--- config.mk ---
export PLATFORM = sky130hd
export DESIGN_NAME = vga_timing_receiver
export DESIGN_NICKNAME = d
export VERILOG_FILES = /design/src/rtl/vga_timing_receiver_pkg.sv /design/src/rtl/vga_edge_sync.sv /design/src/rtl/vga_timing_receiver.sv
export SDC_FILE = /design/constraint.sdc
export NUM_CORES = 1
export LEC_CHECK = 0
export BUFFER_PORTS_ARGS = -buffer_cell sky130_fd_sc_hd__buf_2
export CAP_MARGIN = 20
export CORE_MARGIN = 2
export CORE_UTILIZATION = 64
export DETAILED_ROUTE_END_ITERATION = 10
export MAX_ROUTING_LAYER = met4
export PLACE_DENSITY = 0.85
export SKIP_LAST_GASP = 1
export SYNTH_ARGS = -nofsm -noshare
export SYNTH_HDL_FRONTEND = slang
export SYNTH_SLANG_ARGS = --single-unit
--- constraint.sdc ---
create_clock -name i_Clk -period 3.7 [get_ports i_Clk]
set_input_delay 0.37 -clock i_Clk [delete_from_list [all_inputs] [get_ports i_Clk]]
set_output_delay 0.37 -clock i_Clk [all_outputs]
set_load 0.02 [all_outputs]
--- src/rtl/vga_timing_receiver_pkg.sv ---
// rtl/vga_timing_receiver_pkg.sv - shared VGA timing defaults and counter helpers
package vga_timing_receiver_pkg;

  // Same defaults the generator and sprite blocks use, so all ends agree on geometry.
  localparam int unsigned VGA_H_VISIBLE = 640;
  localparam int unsigned VGA_H_TOTAL   = 800;
  localparam int unsigned VGA_V_VISIBLE = 480;
  localparam int unsigned VGA_V_TOTAL   = 525;
  localparam int unsigned VGA_CNT_MAX   = 1023;

  typedef logic [9:0] vga_cnt_t;

  function automatic vga_cnt_t sat_inc(input vga_cnt_t v);
    return (v == 10'h3FF) ? v : v + 10'd1;
  endfunction

endpackage

--- src/rtl/vga_edge_sync.sv ---
// rtl/vga_edge_sync.sv - two-stage input register with rise/fall pulses
module vga_edge_sync (
  input  logic clk,
  input  logic rst_n,
  input  logic din,
  output logic s1,
  output logic s2,
  output logic rise,
  output logic fall
);

  always_ff @(posedge clk or negedge rst_n) begin
    if (!rst_n) begin
      s1 <= 1'b0;
      s2 <= 1'b0;
    end else begin
      s1 <= din;
      s2 <= s1;
    end
  end

  assign rise = s1 & ~s2;
  assign fall = ~s1 & s2;

endmodule

--- src/rtl/vga_timing_receiver.sv ---
// rtl/vga_timing_receiver.sv - rebuilds beam X/Y from VGA timing and tracks lock
module vga_timing_receiver
  import vga_timing_receiver_pkg::*;
#(
  parameter int unsigned p_H_VISIBLE    = VGA_H_VISIBLE,
  parameter int unsigned p_H_TOTAL      = VGA_H_TOTAL,
  parameter int unsigned p_V_VISIBLE    = VGA_V_VISIBLE,
  parameter int unsigned p_V_TOTAL      = VGA_V_TOTAL,
  parameter logic        p_HSYNC_ACTIVE = 1'b0,
  parameter int unsigned p_LOCK_FRAMES  = 2
) (
  input  logic       i_Clk,
  input  logic       i_Rst_n,
  input  logic       i_HSync,
  input  logic       i_HBlank,
  input  logic       i_VBlank,
  output logic [9:0] o_X,
  output logic [9:0] o_Y,
  output logic       o_Visible,
  output logic       o_Frame_Start,
  output logic       o_Locked,
  output logic       o_Error
);

  if (p_H_VISIBLE > VGA_CNT_MAX || p_H_TOTAL > VGA_CNT_MAX || p_V_VISIBLE > VGA_CNT_MAX ||
      p_V_TOTAL > VGA_CNT_MAX || p_LOCK_FRAMES > VGA_CNT_MAX) begin : g_param_check
    $error("vga_timing_receiver: geometry parameters must not exceed 1023");
  end

  localparam vga_cnt_t H_VIS_M1 = 10'(p_H_VISIBLE - 1);
  localparam vga_cnt_t H_TOT_M1 = 10'(p_H_TOTAL - 1);
  localparam vga_cnt_t V_VIS    = 10'(p_V_VISIBLE);
  localparam vga_cnt_t V_TOT_M1 = 10'(p_V_TOTAL - 1);
  localparam vga_cnt_t LOCK_N   = 10'(p_LOCK_FRAMES);
  localparam vga_cnt_t H_VIS    = 10'(p_H_VISIBLE);

  typedef enum logic [1:0] {ST_SEARCH, ST_VERIFY, ST_LOCKED} state_t;

  logic hb_s1, hb_s2, hb_rise, hb_fall;
  logic vb_s1, vb_s2, vb_rise, vb_fall;
  logic hs_s1, hs_s2, hs_rise, hs_fall;

  vga_edge_sync u_hblank (.clk(i_Clk), .rst_n(i_Rst_n), .din(i_HBlank),
                          .s1(hb_s1), .s2(hb_s2), .rise(hb_rise), .fall(hb_fall));
  vga_edge_sync u_vblank (.clk(i_Clk), .rst_n(i_Rst_n), .din(i_VBlank),
                          .s1(vb_s1), .s2(vb_s2), .rise(vb_rise), .fall(vb_fall));
  vga_edge_sync u_hsync  (.clk(i_Clk), .rst_n(i_Rst_n), .din(i_HSync),
                          .s1(hs_s1), .s2(hs_s2), .rise(hs_rise), .fall(hs_fall));

  logic unused_edges;
  assign unused_edges = ^{hb_s2, vb_s2, vb_rise, hs_s2};

  state_t   state, state_nxt;
  vga_cnt_t x_cnt, y_cnt, vis_lines, frame_cnt, frame_nxt;
  logic     vfall_pend, rise_seen, rise_err, sync_err;
  logic [1:0] sync_cnt;

  logic sync_on, sync_start, y_load, line_err, frame_err, violation;

  assign sync_on    = (hs_s1 == p_HSYNC_ACTIVE);
  assign sync_start = p_HSYNC_ACTIVE ? hs_rise : hs_fall;
  // A VBlank fall in the same cycle as the HBlank fall makes that very line Y=0.
  assign y_load     = hb_fall & (vb_fall | vfall_pend);
  assign line_err   = hb_fall & ((x_cnt != H_TOT_M1) | ~rise_seen | rise_err |
                                 (sync_cnt != 2'd1) | sync_err);
  assign frame_err  = y_load & ((y_cnt != V_TOT_M1) | (vis_lines != V_VIS));
  assign violation  = line_err | frame_err;

  always_ff @(posedge i_Clk or negedge i_Rst_n) begin
    if (!i_Rst_n) begin
      state      <= ST_SEARCH;
      frame_cnt  <= '0;
      x_cnt      <= '0;
      y_cnt      <= '0;
      vis_lines  <= '0;
      vfall_pend <= 1'b0;
      rise_seen  <= 1'b0;
      rise_err   <= 1'b0;
      sync_cnt   <= '0;
      sync_err   <= 1'b0;
    end else begin
      state     <= state_nxt;
      frame_cnt <= frame_nxt;
      x_cnt     <= hb_fall ? '0 : sat_inc(x_cnt);
      if (hb_fall) begin
        y_cnt      <= y_load ? '0 : sat_inc(y_cnt);
        vis_lines  <= y_load ? {9'd0, ~vb_s1} : (vb_s1 ? vis_lines : sat_inc(vis_lines));
        vfall_pend <= 1'b0;
        rise_seen  <= 1'b0;
        rise_err   <= 1'b0;
        sync_cnt   <= {1'b0, sync_start};
        sync_err   <= sync_on;
      end else begin
        if (vb_fall) vfall_pend <= 1'b1;
        if (hb_rise) begin
          rise_seen <= 1'b1;
          if (rise_seen || x_cnt != H_VIS_M1) rise_err <= 1'b1;
        end
        if (sync_start && sync_cnt != 2'd2) sync_cnt <= sync_cnt + 2'd1;
        if (sync_on && !hb_s1) sync_err <= 1'b1;
      end
    end
  end

  // A violation on the same cycle as a lock-qualifying frame end takes priority.
  always_comb begin
    state_nxt = state;
    frame_nxt = frame_cnt;
    case (state)
      ST_SEARCH: begin
        if (y_load) begin
          state_nxt = ST_VERIFY;
          frame_nxt = '0;
        end
      end
      ST_VERIFY: begin
        if (violation) begin
          state_nxt = ST_SEARCH;
        end else if (y_load) begin
          if (frame_cnt + 10'd1 == LOCK_N) state_nxt = ST_LOCKED;
          else                             frame_nxt = frame_cnt + 10'd1;
        end
      end
      ST_LOCKED: begin
        if (violation) state_nxt = ST_SEARCH;
      end
      default: state_nxt = ST_SEARCH;
    endcase
  end

  assign o_X           = x_cnt;
  assign o_Y           = y_cnt;
  assign o_Locked      = (state == ST_LOCKED);
  assign o_Visible     = o_Locked & (x_cnt < H_VIS) & (y_cnt < V_VIS);
  assign o_Frame_Start = o_Locked & (x_cnt == '0) & (y_cnt == '0);
  assign o_Error       = violation & (state != ST_SEARCH);

endmodule

==> flow_summary.toml, run 1 <==
[status]
status = "completed"

[critical_path]
crit_path_max_fanout = 18
critPathSlowestCell = "ha_1"
path_buf_inv = 2
cp.depth = 7
path_cells = "inv_1 -> ha_1 -> o21a_1 -> o31ai_2 -> and2_1 -> nor2_1 -> buf_2"
critPathRequiredTime_ns = 3.33
path_class = "reg2out"
r2r_cells = 8
cp.arrival_ns = 2.51
end_kind = "primary output"
slowest_delay_ns = 0.55
start_kind = "flip-flop"
cp_top_family = "compound AO/OA/AOI/OAI gates"

[global_route]
grt_use_total_pct = 28.15
overflow = 0
grt_pass1_vias = 2442
grt_pass1_wl_um = 11350
antenna_found_initial = 0
grt_start_max_net_pins = 34

[clock_tree]
cts_tree = "done"
cts.htree.levels = 2
clk_latency_ns = 0.30
holdBufCountCts = 0
clock-root-buffer = "clkbuf_8"
clock_path_buffers = 2
post_cts_buffers = 0
clock_sinks = 54
cts_buffers = 5
path_clk_slew_ns = 0.10
cts-resized-gates = 0

[finish]
n_antenna_cell = 0
layout-drive-gt1-share_pct = 13.66
fin_nets = 359
syn_to_final_growth_pct = 7.277
fillers = 341
stdcell_area_um2 = 3228

[die]
die_w_um = 72.57
start_util_pct = 67.71
num_rows = 24
fp.coreArea_um2 = 4444
die_h_um = 72.57
die_area_um2 = 5266
ios = 29

[synthesis]
synth_most_common_cell = "dfrtp_1"
synthCells = 319
yosysTopAreaCellShare_pct = 44.91
ys_types = 57
avgSynthCellArea_um2 = 9.433
synthArstFlopShare_pct = 100.0
synth_area_leaders = "dfrtp_1 (45%), nor2_1 (4.9%), ha_1 (4.6%), nand2_1 (3.5%), xor2_1 (3.5%)"
synth_seq_cells = 54
syn_nets = 335
synth_area_um2 = 3009
synth_ff_type = "dfrtp_1"
ys_seq_area_share_pct = 44.91
synth_common_cells = "dfrtp_1 (54), nor2_1 (39), nand2_1 (28), nand3_1 (15), inv_1 (14)"
synth_warnings = 0
synth_top_cell_by_area = "dfrtp_1"
synth_enable_flop_cells = 0

[routing]
drc_errors = 0
post_drt_wl_per_cell_um = 16.43
via_count = 2518
detail-route-antenna-nets = 0
avgViaCountPerCell = 6.359
drt_pre_antenna_iters = 4
wl_um = 6506
drtIter0Drc = 187

[job]
drv_cap = 0

[power_and_ir_drop]
p_leak_nw = 1.476
ir_drop_uv = 421.8
p_per_area_nw_per_um2 = 459.9

[worst_hold_path]
min_path_type = "in2async"

[place]
place_area_um2 = 3142
io_buffers = 28
gp_congestion = 0.8375
hpwlAfterDp_um = 4676
dpl_worst_slack_ns = 1.036

[timing]
setup_slack_ns = 0.8164
worstMarginPinSlew_ns = 0.7153
fin_crit_ns = 2.884
maxSlewHeadroom_pct = 52.31
rsz0062_at_grt = "no"
setup_viol = 0
finalHoldViolations = 0
fmax_mhz = 346.8
fin_crit_sh_pct = 77.93
setup_tns_ns = 0
drv_slew = 0
skew_ns = 0.008703
-- registers in the layout (all words and copies together) (netlist names), 2 cells and up --
signal,cells
o_X,10
o_Y,10
state,2
vis_lines,10
frame_cnt,10
sync_cnt,2
-- placed cells by master, fill, tap and decap left out, types with 6 or more instances in the layout --
cell	synthesis	final
nor2b_1	6	6
nand3_1	15	15
dfrtp_1	54	54
o21ai_0	13	13
a21oi_1	10	10
ha_1	11	11
xnor2_1	8	8
buf_2	4	28
nand4_1	12	12
nor3_1	13	13
inv_1	14	14
nor2_1	39	39
xor2_1	12	12
nand2_1	28	28
-- per-layer routing --
metal,track usage (%),up-vias,wire length (um)
met3,5.387,11,329
met4,9.259,0,106
met5,-,-,0
met2,43.54,89,3246
li1,-,1195,-
met1,37.71,1223,2823
-- logic make-up (layout without fill, tap and decap cells) --
| logic type | after synthesis | in the layout | synth area share, % |
|---|---|---|---|
| buffers and inverters | 27 | 52 | 4.657 |
| xor gates and xnor gates | 20 | 20 | 5.821 |
| and+or+nand+nor | 145 | 145 | 24.99 |
| AOI/OAI and AO/OA | 61 | 61 | 14.72 |
| DFF | 54 | 54 | 44.91 |
| muxes | 1 | 1 | 0.3327 |
| adders and majority gates | 11 | 11 | 4.574 |
-- worst paths after layout --
path                             start            to  slack, ns
min in group i_Clk             i_HSync    u_hsync.s1       0.17
max in group asynchronous      i_Rst_n  frame_cnt[3]       2.82
max                        u_hblank.s1       o_Error       0.82
min reg2reg                u_hblank.s1   u_hblank.s2       0.42
min                            i_Rst_n  frame_cnt[5]       0.12
max reg2reg                u_hblank.s1        o_Y[7]       1.00
-- metrics by stage --
stage / cells / hold slack [ns] / utilization (%) / total power (W)
floorplan: 319 / 0.07441 / - / 0.001062
global placement: 388 / 0.3799 / 70.69 / 0.001141
detailed placement: 388 / 0.4072 / 70.69 / 0.001168
CTS: 396 / 0.1454 / 72.64 / 0.001485
global route: 396 / 0.1471 / 72.64 / 0.001580
finish: 396 / 0.1175 / 72.64 / 0.001484
-- report_power, final --
group          internal (W)  switching (W)
logic              0.000145       0.000232
clock network      0.000134       0.000187
registers          0.000661       0.000125
-- cell type report --
class / count / area, um^2 / area share [%]
multi-input cells: 238 / 1518 / 47.02
flip-flops and latches: 54 / 1351 / 41.86
repair buffers: 30 / 155.1 / 4.806
clock buffers: 6 / 72.57 / 2.248
well taps: 52 / 65.06 / 2.016
inverters: 14 / 52.55 / 1.628
clock inverters: 2 / 13.76 / 0.4264
(Power assumes the default switching activity.)
==> run 2, diff against run 1 <==
--- a/config.mk
+++ b/config.mk
@@ -8,10 +8,10 @@
 export BUFFER_PORTS_ARGS = -buffer_cell sky130_fd_sc_hd__buf_2
 export CAP_MARGIN = 20
 export CORE_MARGIN = 2
-export CORE_UTILIZATION = 64
+export CORE_UTILIZATION = 59
 export DETAILED_ROUTE_END_ITERATION = 10
 export MAX_ROUTING_LAYER = met4
-export PLACE_DENSITY = 0.85
+export PLACE_DENSITY = 0.79
 export SKIP_LAST_GASP = 1
 export SYNTH_ARGS = -nofsm -noshare
 export SYNTH_HDL_FRONTEND = slang
==> constraint.sdc (replaced) <==
create_clock -name i_Clk -period 2.9 [get_ports i_Clk]
set_input_delay 0.29 -clock i_Clk [delete_from_list [all_inputs] [get_ports i_Clk]]
set_output_delay 0.29 -clock i_Clk [all_outputs]
set_load 0.02 [all_outputs]
==> run 2 against run 1 <==
Net effect:
- count of clock-buffer cells in the layout increased by 1
- register-to-register slack got worse by 0.56 ns
- clock skew decreased by 0.0046 ns
- sequential power increased by 27%
- design area increased by 1.9%
- first-iteration DRC count decreased by 7.5%
- critical path depth unchanged
- power increased by 31%
- non-clock buffer count increased by 3
- hold slack got worse by 0.036 ns
==> flow_summary.toml, run 2 (synthesis gave the netlist of run 1 again) <==
[routing]
drc_errors = 0
wl_um = 6211
post_drt_wl_per_cell_um = 15.00
drtIter0Drc = 173
drt_pre_antenna_iters = 4
detail-route-antenna-nets = 0
avgViaCountPerCell = 5.952
via_count = 2464

[global_route]
grt_pass1_wl_um = 10700
overflow = 0
grt_pass1_vias = 2364
grt_use_total_pct = 25.06
antenna_found_initial = 0
grt_start_max_net_pins = 36

[clock_tree]
clock_sinks = 54
holdBufCountCts = 1
path_clk_slew_ns = 0.10
cts-resized-gates = 0
cts_tree = "done"
clock_path_buffers = 2
cts_buffers = 5
post_cts_buffers = 0
clk_latency_ns = 0.31
cts.htree.levels = 2
clock-root-buffer = "clkbuf_8"

[timing]
fin_crit_sh_pct = 85.36
hold_slack_ns = 0.08127
skew_ns = 0.004101
setup_viol = 0
finalHoldViolations = 0
fin_crit_ns = 2.475
rsz0062_at_grt = "no"
drv_slew = 0
maxSlewHeadroom_pct = 61.08
worstMarginPinSlew_ns = 0.5839
setup_tns_ns = 0
fmax_mhz = 404.0

[place]
hpwlAfterDp_um = 4342
gp_congestion = 0.8895
io_buffers = 28

[die]
ios = 29
start_util_pct = 62.47
die_h_um = 75.42
die_area_um2 = 5687
fp.coreArea_um2 = 4817
die_w_um = 75.42
num_rows = 25

[finish]
multi_input_area_um2 = 1518
fin_nets = 362
layout-drive-gt1-share_pct = 14.41
n_antenna_cell = 0
ff_latch_area_um2 = 1351
final_common_cell = "dfrtp_1"
syn_to_final_growth_pct = 9.356
final_cell_mix = "dfrtp_1 (54), nor2_1 (39), nand2_1 (28), buf_2 (28), nand3_1 (15)"
fillers = 418

[critical_path]
end_kind = "primary output"
path_class = "reg2out"
cp.arrival_ns = 2.19
crit_path_max_fanout = 8
critPathRequiredTime_ns = 2.61
rrSetupSlack_ns = 0.44
start_kind = "flip-flop"

[worst_hold_path]
min_path_type = "in2reg"

[status]
status = "completed"

[job]
drv_cap = 0

[power_and_ir_drop]
p_leak_nw = 1.500
p_per_area_nw_per_um2 = 591.7
ir_drop_uv = 422.4
[run 2: cell count changes in the layout (fill, tap and decap cells not counted)]
cell | before | now
clkinv_2 | 1 | 0
dlygate4sd3_1 | 0 | 1
buf_4 | 2 | 4
clkbuf_8 | 5 | 7
clkbuf_1 | 1 | 0
[run 2: stage by stage]
stage / area [um^2] / utilization, % / instances / setup WS (ns) / total power [W]
after global routing: 3291 / 68.31 / 414 / 0.2147 / 0.002069
after global placement: 3176 / 65.92 / 405 / 0.5171 / 0.001461
after CTS: 3291 / 68.31 / 414 / 0.4279 / 0.001955
after detailed placement: 3176 / 65.92 / 405 / 0.4792 / 0.001483
final: 3291 / 68.31 / 414 / 0.4246 / 0.001947
after floorplan: 3009 / - / 319 / 0.6312 / 0.001355
[run 2: worst max-delay path, cell delays in order, from the launching register on]
cell     delay [ns]
dfrtp_1        0.43
ha_1           0.21
and4_1         0.37
nand2_1        0.12
o21ai_1        0.18
and2_1         0.31
nor2_1         0.10
buf_2          0.17
[run 2: worst paths after layout]
kind | cells after the start | endpoint | startpoint
max | 7 | o_Error | o_X[0]
min | 1 | u_hsync.s1 | i_HSync
max reg2reg | 8 | frame_cnt[8] | o_X[0]
min reg2reg | 0 | u_hblank.s2 | u_hblank.s1
max in group asynchronous | 3 | o_Y[5] | i_Rst_n
min in group asynchronous | 2 | frame_cnt[6] | i_Rst_n
[run 2: layer usage]
layer  up-vias  wire, um  part of all wire (%)  track usage (%)
li1       1207         -                     -                -
met3        11       252                   4.1            4.101
met1      1188      2985                    48            34.11
met2        58      2872                    46            38.65
met5         -         0                     0                -
met4         0       101                   1.6            7.992
[run 2: layout make-up]
type	instances	share of cell area, %
multi-input cells	238	46.12
flip-flops and latches	54	41.06
repair buffers	33	5.475
clock buffers	7	2.928
well taps	67	2.548
inverters	14	1.597
clock inverters	1	0.2662
[run 2: power by group]
group          switching (W)  leakage (nW)  internal (W)
registers           0.000158         0.704      0.000843
logic               0.000288         0.742      0.000187
clock network       0.000251        0.0544      0.000219
total               0.000698          1.50       0.00125
==> run 3, diff against run 2 <==
--- a/config.mk
+++ b/config.mk
@@ -8,10 +8,10 @@
 export BUFFER_PORTS_ARGS = -buffer_cell sky130_fd_sc_hd__buf_2
 export CAP_MARGIN = 20
 export CORE_MARGIN = 2
-export CORE_UTILIZATION = 59
+export CORE_UTILIZATION = 64
 export DETAILED_ROUTE_END_ITERATION = 10
 export MAX_ROUTING_LAYER = met4
-export PLACE_DENSITY = 0.79
+export PLACE_DENSITY = 0.85
 export SKIP_LAST_GASP = 1
 export SYNTH_ARGS = -nofsm -noshare
 export SYNTH_HDL_FRONTEND = slang
==> constraint.sdc (replaced) <==
create_clock -name i_Clk -period 3.1 [get_ports i_Clk]
set_input_delay 0.31 -clock i_Clk [delete_from_list [all_inputs] [get_ports i_Clk]]
set_output_delay 0.31 -clock i_Clk [all_outputs]
set_load 0.02 [all_outputs]
==> run 3 against run 2 <==
Net effect:
- combinational power shrank 6.5%
- non-clock buffer count fell by 1
- hold slack improved by 0.013 ns
- global-route usage grew 3.2 points
- register-to-register slack better by 0.04 ns
- largest power group unchanged
- largest cell class unchanged
- power shrank 3.9%
==> flow_summary.toml, run 3 (synthesis gave the netlist of run 1 again) <==
[status]
status = "completed"

[routing]
post_drt_wl_per_cell_um = 16.37
drtIter0Drc = 280
via_count = 2495
wl_um = 6514
drc_errors = 0
drt_pre_antenna_iters = 5
avgViaCountPerCell = 6.269
detail-route-antenna-nets = 0

[power_and_ir_drop]
swShare_pct = 35.71
p_leak_nw = 1.499
p_int_w = 0.001203
seq_power_share_pct = 50.4
clockPowerShare_pct = 25.9
p_switching_w = 0.0006684
ir_drop_uv = 434.6
p_per_area_nw_per_um2 = 572.1
power_frac_comb_pct = 23.7

[clock_tree]
post_cts_buffers = 0
cts_buffers = 5
cts_tree = "done"
cts.htree.levels = 2
clock_path_buffers = 2
clock_sinks = 54
clock-root-buffer = "clkbuf_8"
clk_latency_ns = 0.31
path_clk_slew_ns = 0.10

[global_route]
grt_pass1_vias = 2392
overflow = 0
grt_pass1_wl_um = 11310
grt_use_total_pct = 28.25
antenna_found_initial = 0
grt_start_max_net_pins = 31

[die]
die_area_um2 = 5266
start_util_pct = 67.71
num_rows = 24
die_h_um = 72.57
ios = 29
fp.coreArea_um2 = 4444
die_w_um = 72.57

[timing]
fin_crit_ns = 2.754
setup_slack_ns = 0.3461
finalHoldViolations = 0
fin_crit_sh_pct = 88.84
worstMarginPinSlew_ns = 0.5977
skew_ns = 0.007462
setup_tns_ns = 0
rsz0062_at_grt = "no"
maxSlewHeadroom_pct = 60.15
fmax_mhz = 363.1
drv_slew = 0
setup_viol = 0

[place]
dpl_worst_slack_ns = 0.5091
hpwlAfterDp_um = 4614
io_buffers = 28
gp_congestion = 0.9206

[critical_path]
cp_top_family = "compound AO/OA/AOI/OAI gates"
crit_path_max_fanout = 18
worstReg2RegEnd = "vis_lines[9]"
path_cells = "inv_1 -> ha_1 -> o21a_1 -> o31ai_2 -> and2_1 -> nor2_1 -> buf_2"
path_class = "reg2out"
start_kind = "flip-flop"
r2r_cells = 8
path_buf_inv = 2
slowest_delay_ns = 0.53
cp.depth = 7
critPathLaunch = "u_hblank.s1"
endpoint = "o_Error"
rrSetupSlack_ns = 0.48
end_kind = "primary output"
critPathSlowestCell = "ha_1"
timing.rr.start = "u_hblank.s1"
critPathRequiredTime_ns = 2.79
cp.arrival_ns = 2.44

[finish]
n_antenna_cell = 0
syn_to_final_growth_pct = 8.732
layout-drive-gt1-share_pct = 14.16
final_common_cell = "dfrtp_1"
fin_nets = 361
fillers = 332
final_cell_mix = "dfrtp_1 (54), nor2_1 (39), nand2_1 (28), buf_2 (28), nand3_1 (15)"

[job]
drv_cap = 0

[worst_hold_path]
min_path_type = "in2reg"
run 3: worst min path at each step:
| stage | from | end | slack (ns) | depth (start not counted) |
|---|---|---|---|---|
| after detailed placement | i_Rst_n | frame_cnt[2] | 0.34 | 1 |
| after CTS | i_HSync | u_hsync.s1 | 0.09 | 1 |
| after global placement | i_Rst_n | frame_cnt[5] | 0.33 | 1 |
| after global routing | i_VBlank | u_vblank.s1 | 0.09 | 1 |
| final | i_HSync | u_hsync.s1 | 0.09 | 1 |
| after floorplan | i_Rst_n | frame_cnt[0] | 0.01 | 0 |
run 3: what timing repair did:
action	in CTS	in global routing
resized for setup	0	0
endpoints found under the setup margin	0	0
endpoints found under the hold margin	19	0
hold buffers	1	0
run 3: stage by stage:
| stage | area (um^2) | util [%] | instances | power, W | hold slack [ns] |
|---|---|---|---|---|---|
| after detailed placement | 3149 | 70.86 | 389 | 0.001396 | 0.3420 |
| final | 3272 | 73.62 | 398 | 0.001872 | 0.09443 |
| after CTS | 3272 | 73.62 | 398 | 0.001874 | 0.08806 |
| after global placement | 3149 | 70.86 | 389 | 0.001361 | 0.3288 |
| after global routing | 3272 | 73.62 | 398 | 0.001988 | 0.08800 |
| after floorplan | 3009 | - | 319 | 0.001268 | 0.01441 |
run 3: routing by layer:
metal	wire length (um)	vias to the layer above	share of wire, %	global-route usage, %
li1	-	1209	-	-
met1	3019	1205	46	39.65
met2	3142	71	48	42.73
met3	270	10	4.1	4.696
met4	81	0	1.2	8.230
met5	0	-	0	-
run 3: final cells by class:
class / instances / area, um^2 / share of cell area (%)
sequential: 54 / 1351 / 41.30
multi-input combinational: 238 / 1518 / 46.39
inverter: 14 / 52.55 / 1.606
clock inverter: 3 / 43.79 / 1.338
timing repair buffer: 32 / 172.7 / 5.277
tap: 52 / 65.06 / 1.989
clock buffer: 5 / 68.82 / 2.103
run 3: power groups by stage:
stage | logic (W) | registers, W | clock network, W
after floorplan | 0.000349 | 0.000919 | 0
after global placement | 0.000420 | 0.000941 | 0
after detailed placement | 0.000444 | 0.000952 | 0
after CTS | 0.000446 | 0.000938 | 0.000490
after global routing | 0.000510 | 0.000963 | 0.000515
final | 0.000444 | 0.000943 | 0.000485
